===== src/rtl/hive_reg_spi_slv.sv =====
// SPI mode-0 slave with one-byte RX and TX buffers, exposed on the rbus as
// STATUS / RX_DATA / TX_DATA.
module hive_reg_spi_slv #(
  parameter int RBUS_ADDR_W = 4,
  parameter int ALU_W       = 32,
  parameter int SYNC_W      = 2,
  parameter int BASE_ADDR   = 'h8
) (
  input  logic                   clk_i,
  input  logic                   rst_i,
  input  logic [RBUS_ADDR_W-1:0] rbus_addr_i,
  input  logic                   rbus_wr_i,
  input  logic                   rbus_rd_i,
  input  logic [ALU_W-1:0]       rbus_wr_data_i,
  output logic [ALU_W-1:0]       rbus_rd_data_o,
  input  logic                   scl_i,
  input  logic                   scs_i,
  input  logic                   sdi_i,
  output logic                   sdo_o,
  output logic                   sdo_oe_o
);

  localparam logic [RBUS_ADDR_W-1:0] STATUS_ADDR = RBUS_ADDR_W'(BASE_ADDR);
  localparam logic [RBUS_ADDR_W-1:0] RX_ADDR     = RBUS_ADDR_W'(BASE_ADDR + 1);
  localparam logic [RBUS_ADDR_W-1:0] TX_ADDR     = RBUS_ADDR_W'(BASE_ADDR + 2);

  typedef enum logic {IDLE, ACTIVE} state_t;

  state_t            state;
  logic [2:0]        bit_cnt;
  logic [6:0]        rx_shift;
  logic [7:0]        tx_shift;
  logic [7:0]        rx_buf;
  logic [7:0]        tx_buf;
  logic              rx_vld;
  logic              tx_full;
  logic              ovr;
  logic              udr;

  logic [SYNC_W-1:0] scl_sync;
  logic [SYNC_W-1:0] scs_sync;
  logic [SYNC_W-1:0] sdi_sync;
  logic              scl_prev;
  logic              scs_prev;
  logic [SYNC_W:0]   arm_q;

  logic scl_s, scs_s, sdi_s;
  logic scl_rise, scl_fall, scs_rise, scs_fall;
  logic st_rd, rx_rd, st_wr, tx_wr;
  logic frame_start, in_frame, tx_load, byte_done;
  logic [7:0] load_byte;
  logic [7:0] rx_next;
  logic       unused_bits;

  // Pin synchronizers. arm_q fills with ones once the whole chain holds real
  // pin samples, so a chip select held low through reset never looks like a
  // fresh falling edge.
  always_ff @(posedge clk_i) begin
    if (rst_i) begin
      scl_sync <= '0;
      scs_sync <= '1;
      sdi_sync <= '0;
      scl_prev <= 1'b0;
      scs_prev <= 1'b1;
      arm_q    <= '0;
    end else begin
      scl_sync <= SYNC_W'({scl_sync, scl_i});
      scs_sync <= SYNC_W'({scs_sync, scs_i});
      sdi_sync <= SYNC_W'({sdi_sync, sdi_i});
      scl_prev <= scl_s;
      scs_prev <= scs_s;
      arm_q    <= {arm_q[SYNC_W-1:0], 1'b1};
    end
  end

  assign scl_s    = scl_sync[SYNC_W-1];
  assign scs_s    = scs_sync[SYNC_W-1];
  assign sdi_s    = sdi_sync[SYNC_W-1];
  assign scl_rise = scl_s & ~scl_prev;
  assign scl_fall = ~scl_s & scl_prev;
  assign scs_rise = scs_s & ~scs_prev;
  assign scs_fall = ~scs_s & scs_prev & arm_q[SYNC_W];

  assign st_rd = rbus_rd_i && (rbus_addr_i == STATUS_ADDR);
  assign rx_rd = rbus_rd_i && (rbus_addr_i == RX_ADDR);
  assign st_wr = rbus_wr_i && (rbus_addr_i == STATUS_ADDR);
  assign tx_wr = rbus_wr_i && (rbus_addr_i == TX_ADDR);

  // A chip-select rise outranks a coincident scl edge, so a master that drops
  // scl together with scs at the end of a frame does not trigger a reload.
  assign frame_start = (state == IDLE) && scs_fall;
  assign in_frame    = (state == ACTIVE) && !scs_rise;
  assign tx_load     = frame_start || (in_frame && scl_fall && (bit_cnt == 3'd0));
  assign byte_done   = in_frame && scl_rise && (bit_cnt == 3'd7);
  assign load_byte   = tx_full ? tx_buf : 8'h00;
  assign rx_next     = {rx_shift, sdi_s};

  assign unused_bits = &{1'b0, rbus_wr_data_i[ALU_W-1:8], tx_shift[7]};

  always_ff @(posedge clk_i) begin
    if (rst_i) begin
      state    <= IDLE;
      bit_cnt  <= 3'd0;
      rx_shift <= 7'd0;
      tx_shift <= 8'd0;
      sdo_o    <= 1'b0;
      sdo_oe_o <= 1'b0;
    end else begin
      case (state)
        IDLE: begin
          if (scs_fall) begin
            state    <= ACTIVE;
            bit_cnt  <= 3'd0;
            tx_shift <= load_byte;
            sdo_o    <= load_byte[7];
            sdo_oe_o <= 1'b1;
          end
        end
        ACTIVE: begin
          if (scs_rise) begin
            state    <= IDLE;
            bit_cnt  <= 3'd0;
            rx_shift <= 7'd0;
            sdo_o    <= 1'b0;
            sdo_oe_o <= 1'b0;
          end else if (scl_rise) begin
            rx_shift <= rx_next[6:0];
            bit_cnt  <= bit_cnt + 3'd1;
          end else if (scl_fall) begin
            if (bit_cnt == 3'd0) begin
              tx_shift <= load_byte;
              sdo_o    <= load_byte[7];
            end else begin
              tx_shift <= {tx_shift[6:0], 1'b0};
              sdo_o    <= tx_shift[6];
            end
          end
        end
        default: state <= IDLE;
      endcase
    end
  end

  always_ff @(posedge clk_i) begin
    if (rst_i) begin
      rx_buf         <= 8'd0;
      tx_buf         <= 8'd0;
      rx_vld         <= 1'b0;
      tx_full        <= 1'b0;
      ovr            <= 1'b0;
      udr            <= 1'b0;
      rbus_rd_data_o <= '0;
    end else begin
      if (st_wr && rbus_wr_data_i[2]) ovr <= 1'b0;
      if (st_wr && rbus_wr_data_i[3]) udr <= 1'b0;

      if (tx_load) begin
        tx_full <= 1'b0;
        if (!tx_full) udr <= 1'b1;
      end
      // A write landing with a load still wins: the old byte was shifted out.
      if (tx_wr) begin
        tx_buf  <= rbus_wr_data_i[7:0];
        tx_full <= 1'b1;
      end

      if (byte_done) begin
        if (rx_vld && !rx_rd) begin
          ovr <= 1'b1;
        end else begin
          rx_buf <= rx_next;
          rx_vld <= 1'b1;
        end
      end else if (rx_rd) begin
        rx_vld <= 1'b0;
      end

      rbus_rd_data_o <= '0;
      if (st_rd)
        rbus_rd_data_o <= {{(ALU_W-5){1'b0}}, (state == ACTIVE), udr, ovr, ~tx_full, rx_vld};
      else if (rx_rd)
        rbus_rd_data_o <= {{(ALU_W-8){1'b0}}, rx_buf};
    end
  end

endmodule


===== config.mk =====
export PLATFORM = sky130hd
export DESIGN_NAME = hive_reg_spi_slv
export DESIGN_NICKNAME = d
export VERILOG_FILES = /design/src/rtl/hive_reg_spi_slv.sv
export SDC_FILE = /design/constraint.sdc
export NUM_CORES = 1
export LEC_CHECK = 0
export BUFFER_PORTS_ARGS = -buffer_cell sky130_fd_sc_hd__buf_2
export CAP_MARGIN = 30
export CELL_PAD_IN_SITES_DETAIL_PLACEMENT = 1
export CELL_PAD_IN_SITES_GLOBAL_PLACEMENT = 1
export CORE_MARGIN = 5
export CORE_UTILIZATION = 40
export CTS_CLUSTER_DIAMETER = 60
export DETAILED_ROUTE_END_ITERATION = 8
export GPL_TIMING_DRIVEN = 0
export PLACE_DENSITY = 0.82
export SETUP_SLACK_MARGIN = 0.02
export SLEW_MARGIN = 20
export SYNTH_ARGS = -nofsm -noshare
export SYNTH_HDL_FRONTEND = slang
export SYNTH_SLANG_ARGS = --single-unit
export TNS_END_PERCENT = 1

===== constraint.sdc =====
create_clock -name clk_i -period 3.36 [get_ports clk_i]
set_input_delay 0.84 -clock clk_i [delete_from_list [all_inputs] [get_ports clk_i]]
set_output_delay 0.84 -clock clk_i [all_outputs]
set_load 0.02 [all_outputs]

==> impl_metrics.tcl <==
set metrics [dict create \
    synth_fa_ha_area_share_pct 1.517 \
    synth_xor_area_share_pct 0 \
    cp_data_required_time_ns 3.55 \
    start_util_pct 41.53 \
    tightest_slew_ns 0.5996 \
    clockBufferDepth 2 \
    vdd_ir_drop_max_uv 239.2 \
    fin_tns_setup_ns 0 \
    crit_path_max_incr_delay_ns 0.37 \
    cts_setup_buffers 0 \
    avgSynthCellArea_um2 9.162 \
    final_common_cell "dfxtp_1" \
    wire_per_inst_um 14.56 \
    powerDensity_nw_per_um2 550.8 \
    crit_chain "inv_1, ha_1, nand2b_1, clkbuf_1, nand2_1, nand3_1, a311oi_1" \
    nets 377 \
    grt-ovfl-total 0 \
    track_usage_pct 16.77 \
    dr.pass1.iters 4 \
    vias 2033 \
    ios 77 \
    p_int_w 0.001333 \
    dieHeight_um 88.64 \
    leakage_nw 1.242 \
    clkTransAtPathRegs_ns 0.07 \
    dieArea_um2 7857 \
    synthCells 270 \
    seqPwrFrac_pct 42.5 \
    cts_sinks 59 \
    clock.fmax_mhz 543.8 \
    status "finished, final reports clean" \
    core_area_um2 5956 \
    crit_path_top_delay_cell "clkbuf_1" \
    drt_iter0_markers 135 \
    numCtsBuffers 9 \
    slew_viol_final 0 \
    async_flop_share_pct 0 \
    pwr-share-clk_pct 51.3 \
    synth_edf_count 0 \
    ys_types 40 \
    hpwl_mm 4.312 \
    timing.final.hold_violations 0 \
    fin_util_pct 51.24 \
    cts_hold_buf 0 \
    cts_tree "yes" \
    crit_type "flip-flop to flip-flop" \
    drc 0 \
    synth_compound_area_share_pct 13.25 \
    die_w_um 88.64 \
    worstSetupStartpointType "flip-flop" \
    gp_congestion 0.8411 \
    final_cell_mix "59 x dfxtp_1, 31 x nand2_1, 31 x buf_2" \
    grt_pass1_wl_mm 9.901 \
    grt_max_degree 11 \
    synth_flop_cell "dfxtp_1" \
    synth-seq-cells 59 \
    clock_latency_ns 0.34 \
    regArea_um2 1181 \
    synth_simple_gate_area_share_pct 21.35 \
    cts-root-buf "clkbuf_8" \
    yosysSeqAreaShare_pct 47.75 \
    yosys_warnings 0 \
    ctsResizeCount 0 \
    switchingPower_w 0.0003479 \
    endpoint_kind "flip-flop" \
    fillCellCount 744 \
    synthMuxAreaShare_pct 4.856 \
    cap_violations 0 \
    antenna_found_initial 0 \
    hp-class "flip-flop to flip-flop" \
    path_max_fanout 10 \
    antenna_left 0 \
    final.min_clock_period_ns 1.839 \
    n_antenna_cell 0 \
    area_growth_pct 23.37 \
    swShare_pct 20.70 \
    netlist_area_um2 2474 \
    rsz0062_at_grt "false" \
    finalSetupViolCount 0 \
    rows 28 \
    max-slew-margin-rel_pct 60.03 \
    fin_crit_sh_pct 54.73 \
    cp.arrival_ns 2.03 \
    multi_input_area_um2 1104 \
    port-buffer-count 27 \
    comb_power_share_pct 6.2 \
    routed_wl_mm 5.969 \
    via_per_inst 4.959 \
    clock_skew_ns 0.007947 \
    drive_gt1_share_pct 25.07 \
    synth_top_family_by_area "simple AND/OR/NAND/NOR gates" \
    grt_pass1_vias 2146 \
    cts_max_level 3 \
]
-- final cells by class --
cell class	instances	share of cell area, %
plain buffers	40	8.405
well taps	75	3.075
repair buffers	27	4.428
clock buffers	10	4.510
multi-input cells	189	36.16
flip-flops and latches	59	38.70
clock inverters	5	4.100
inverters	5	0.6150
-- Yosys cell counts (all sizes together) (2+ instances only) --
cell / instances / area, µm²
inv: 4 / 15.01
nor2: 25 / 93.84
nand2: 31 / 116.4
nand2b: 3 / 18.77
mux2i: 12 / 120.1
or2: 3 / 18.77
a21oi: 17 / 85.08
a311oi: 6 / 71.32
ha: 3 / 37.54
o21ai: 3 / 18.77
nor2b: 8 / 50.05
a32oi: 3 / 26.28
nand4: 3 / 18.77
and4bb: 2 / 25.02
dfxtp: 59 / 1181
buf: 30 / 219.0
a22oi: 7 / 52.55
nand3b: 2 / 15.01
nand3: 22 / 110.1
and3: 4 / 25.02
clkbuf: 10 / 37.54
-- flip-flops by register name, summed over array words and instances, names as in the netlist --
name,count
rbus_rd_data_o,8
rx_buf,8
tx_buf,8
rx_shift,7
tx_shift,7
arm_q,3
bit_cnt,3
scl_sync,2
scs_sync,2
sdi_sync,2
ovr,1
rx_vld,1
scl_prev,1
scs_prev,1
sdo_o,1
sdo_oe_o,1
state,1
tx_full,1
udr,1
-- kinds of logic after synthesis --
kind of cell,count (synthesis)
AOI/OAI and AO/OA,43
adders and majority gates,3
buffers and inverters,45
DFF,59
muxes,12
other,1
and+or+nand+nor,107
-- metal layers --
metal / routed length, µm / GRT usage, % / up-vias
met2: 3020 / 28.74 / 51
met3: 317 / 5.121 / 9
met5: 0 / 0 / -
met4: 110 / 7.967 / 0
li1: - / - / 999
met1: 2521 / 18.89 / 974
-- power by group through the flow --
| stage | clock network, W | registers [W] | logic [W] |
|---|---|---|---|
| after detailed placement | 0 | 0.000730 | 0.000103 |
| after CTS | 0.000876 | 0.000715 | 0.000104 |
| after global routing | 0.000917 | 0.000716 | 0.000115 |
| after floorplan | 0 | 0.000731 | 0.0000778 |
| after global placement | 0 | 0.000730 | 0.000101 |
| final | 0.000862 | 0.000715 | 0.000104 |
-- metrics by stage --
stage	worst slack [ns]	cells	hold WS (ns)	total power, W	instance area [µm²]
4_1_cts	1.509	410	0.4148	0.001695	3052
3_5_place_dp	1.163	395	0.4000	0.0008336	2789
6_report	1.521	410	0.4105	0.001681	3052
5_1_grt	1.399	410	0.4282	0.001748	3052
2_1_floorplan	1.505	293	0.3895	0.0008087	2560
3_3_place_gp	1.206	395	0.3919	0.0008311	2789
-- worst paths after layout --
kind	startpoint	end	slack, ns	cells after the start
max	bit_cnt[0]	tx_shift[2]	1.52	7
min	scs_sync[0]	scs_sync[1]	0.41	1
max reg2reg	bit_cnt[0]	tx_shift[2]	1.52	7
min reg2reg	scs_sync[0]	scs_sync[1]	0.41	1
-- worst max-delay path: cells and delay by family (launching register included) --
| family | cells | cell delay, ns |
|---|---|---|
| adder cells (fa/ha/maj) | 1 | 0.20 |
| flip-flops | 1 | 0.36 |
| buffers and inverters | 2 | 0.44 |
| AND/OR/NAND/NOR | 3 | 0.58 |
| AO/OA/AOI/OAI | 1 | 0.11 |
Power figures use the tool's default switching activity.
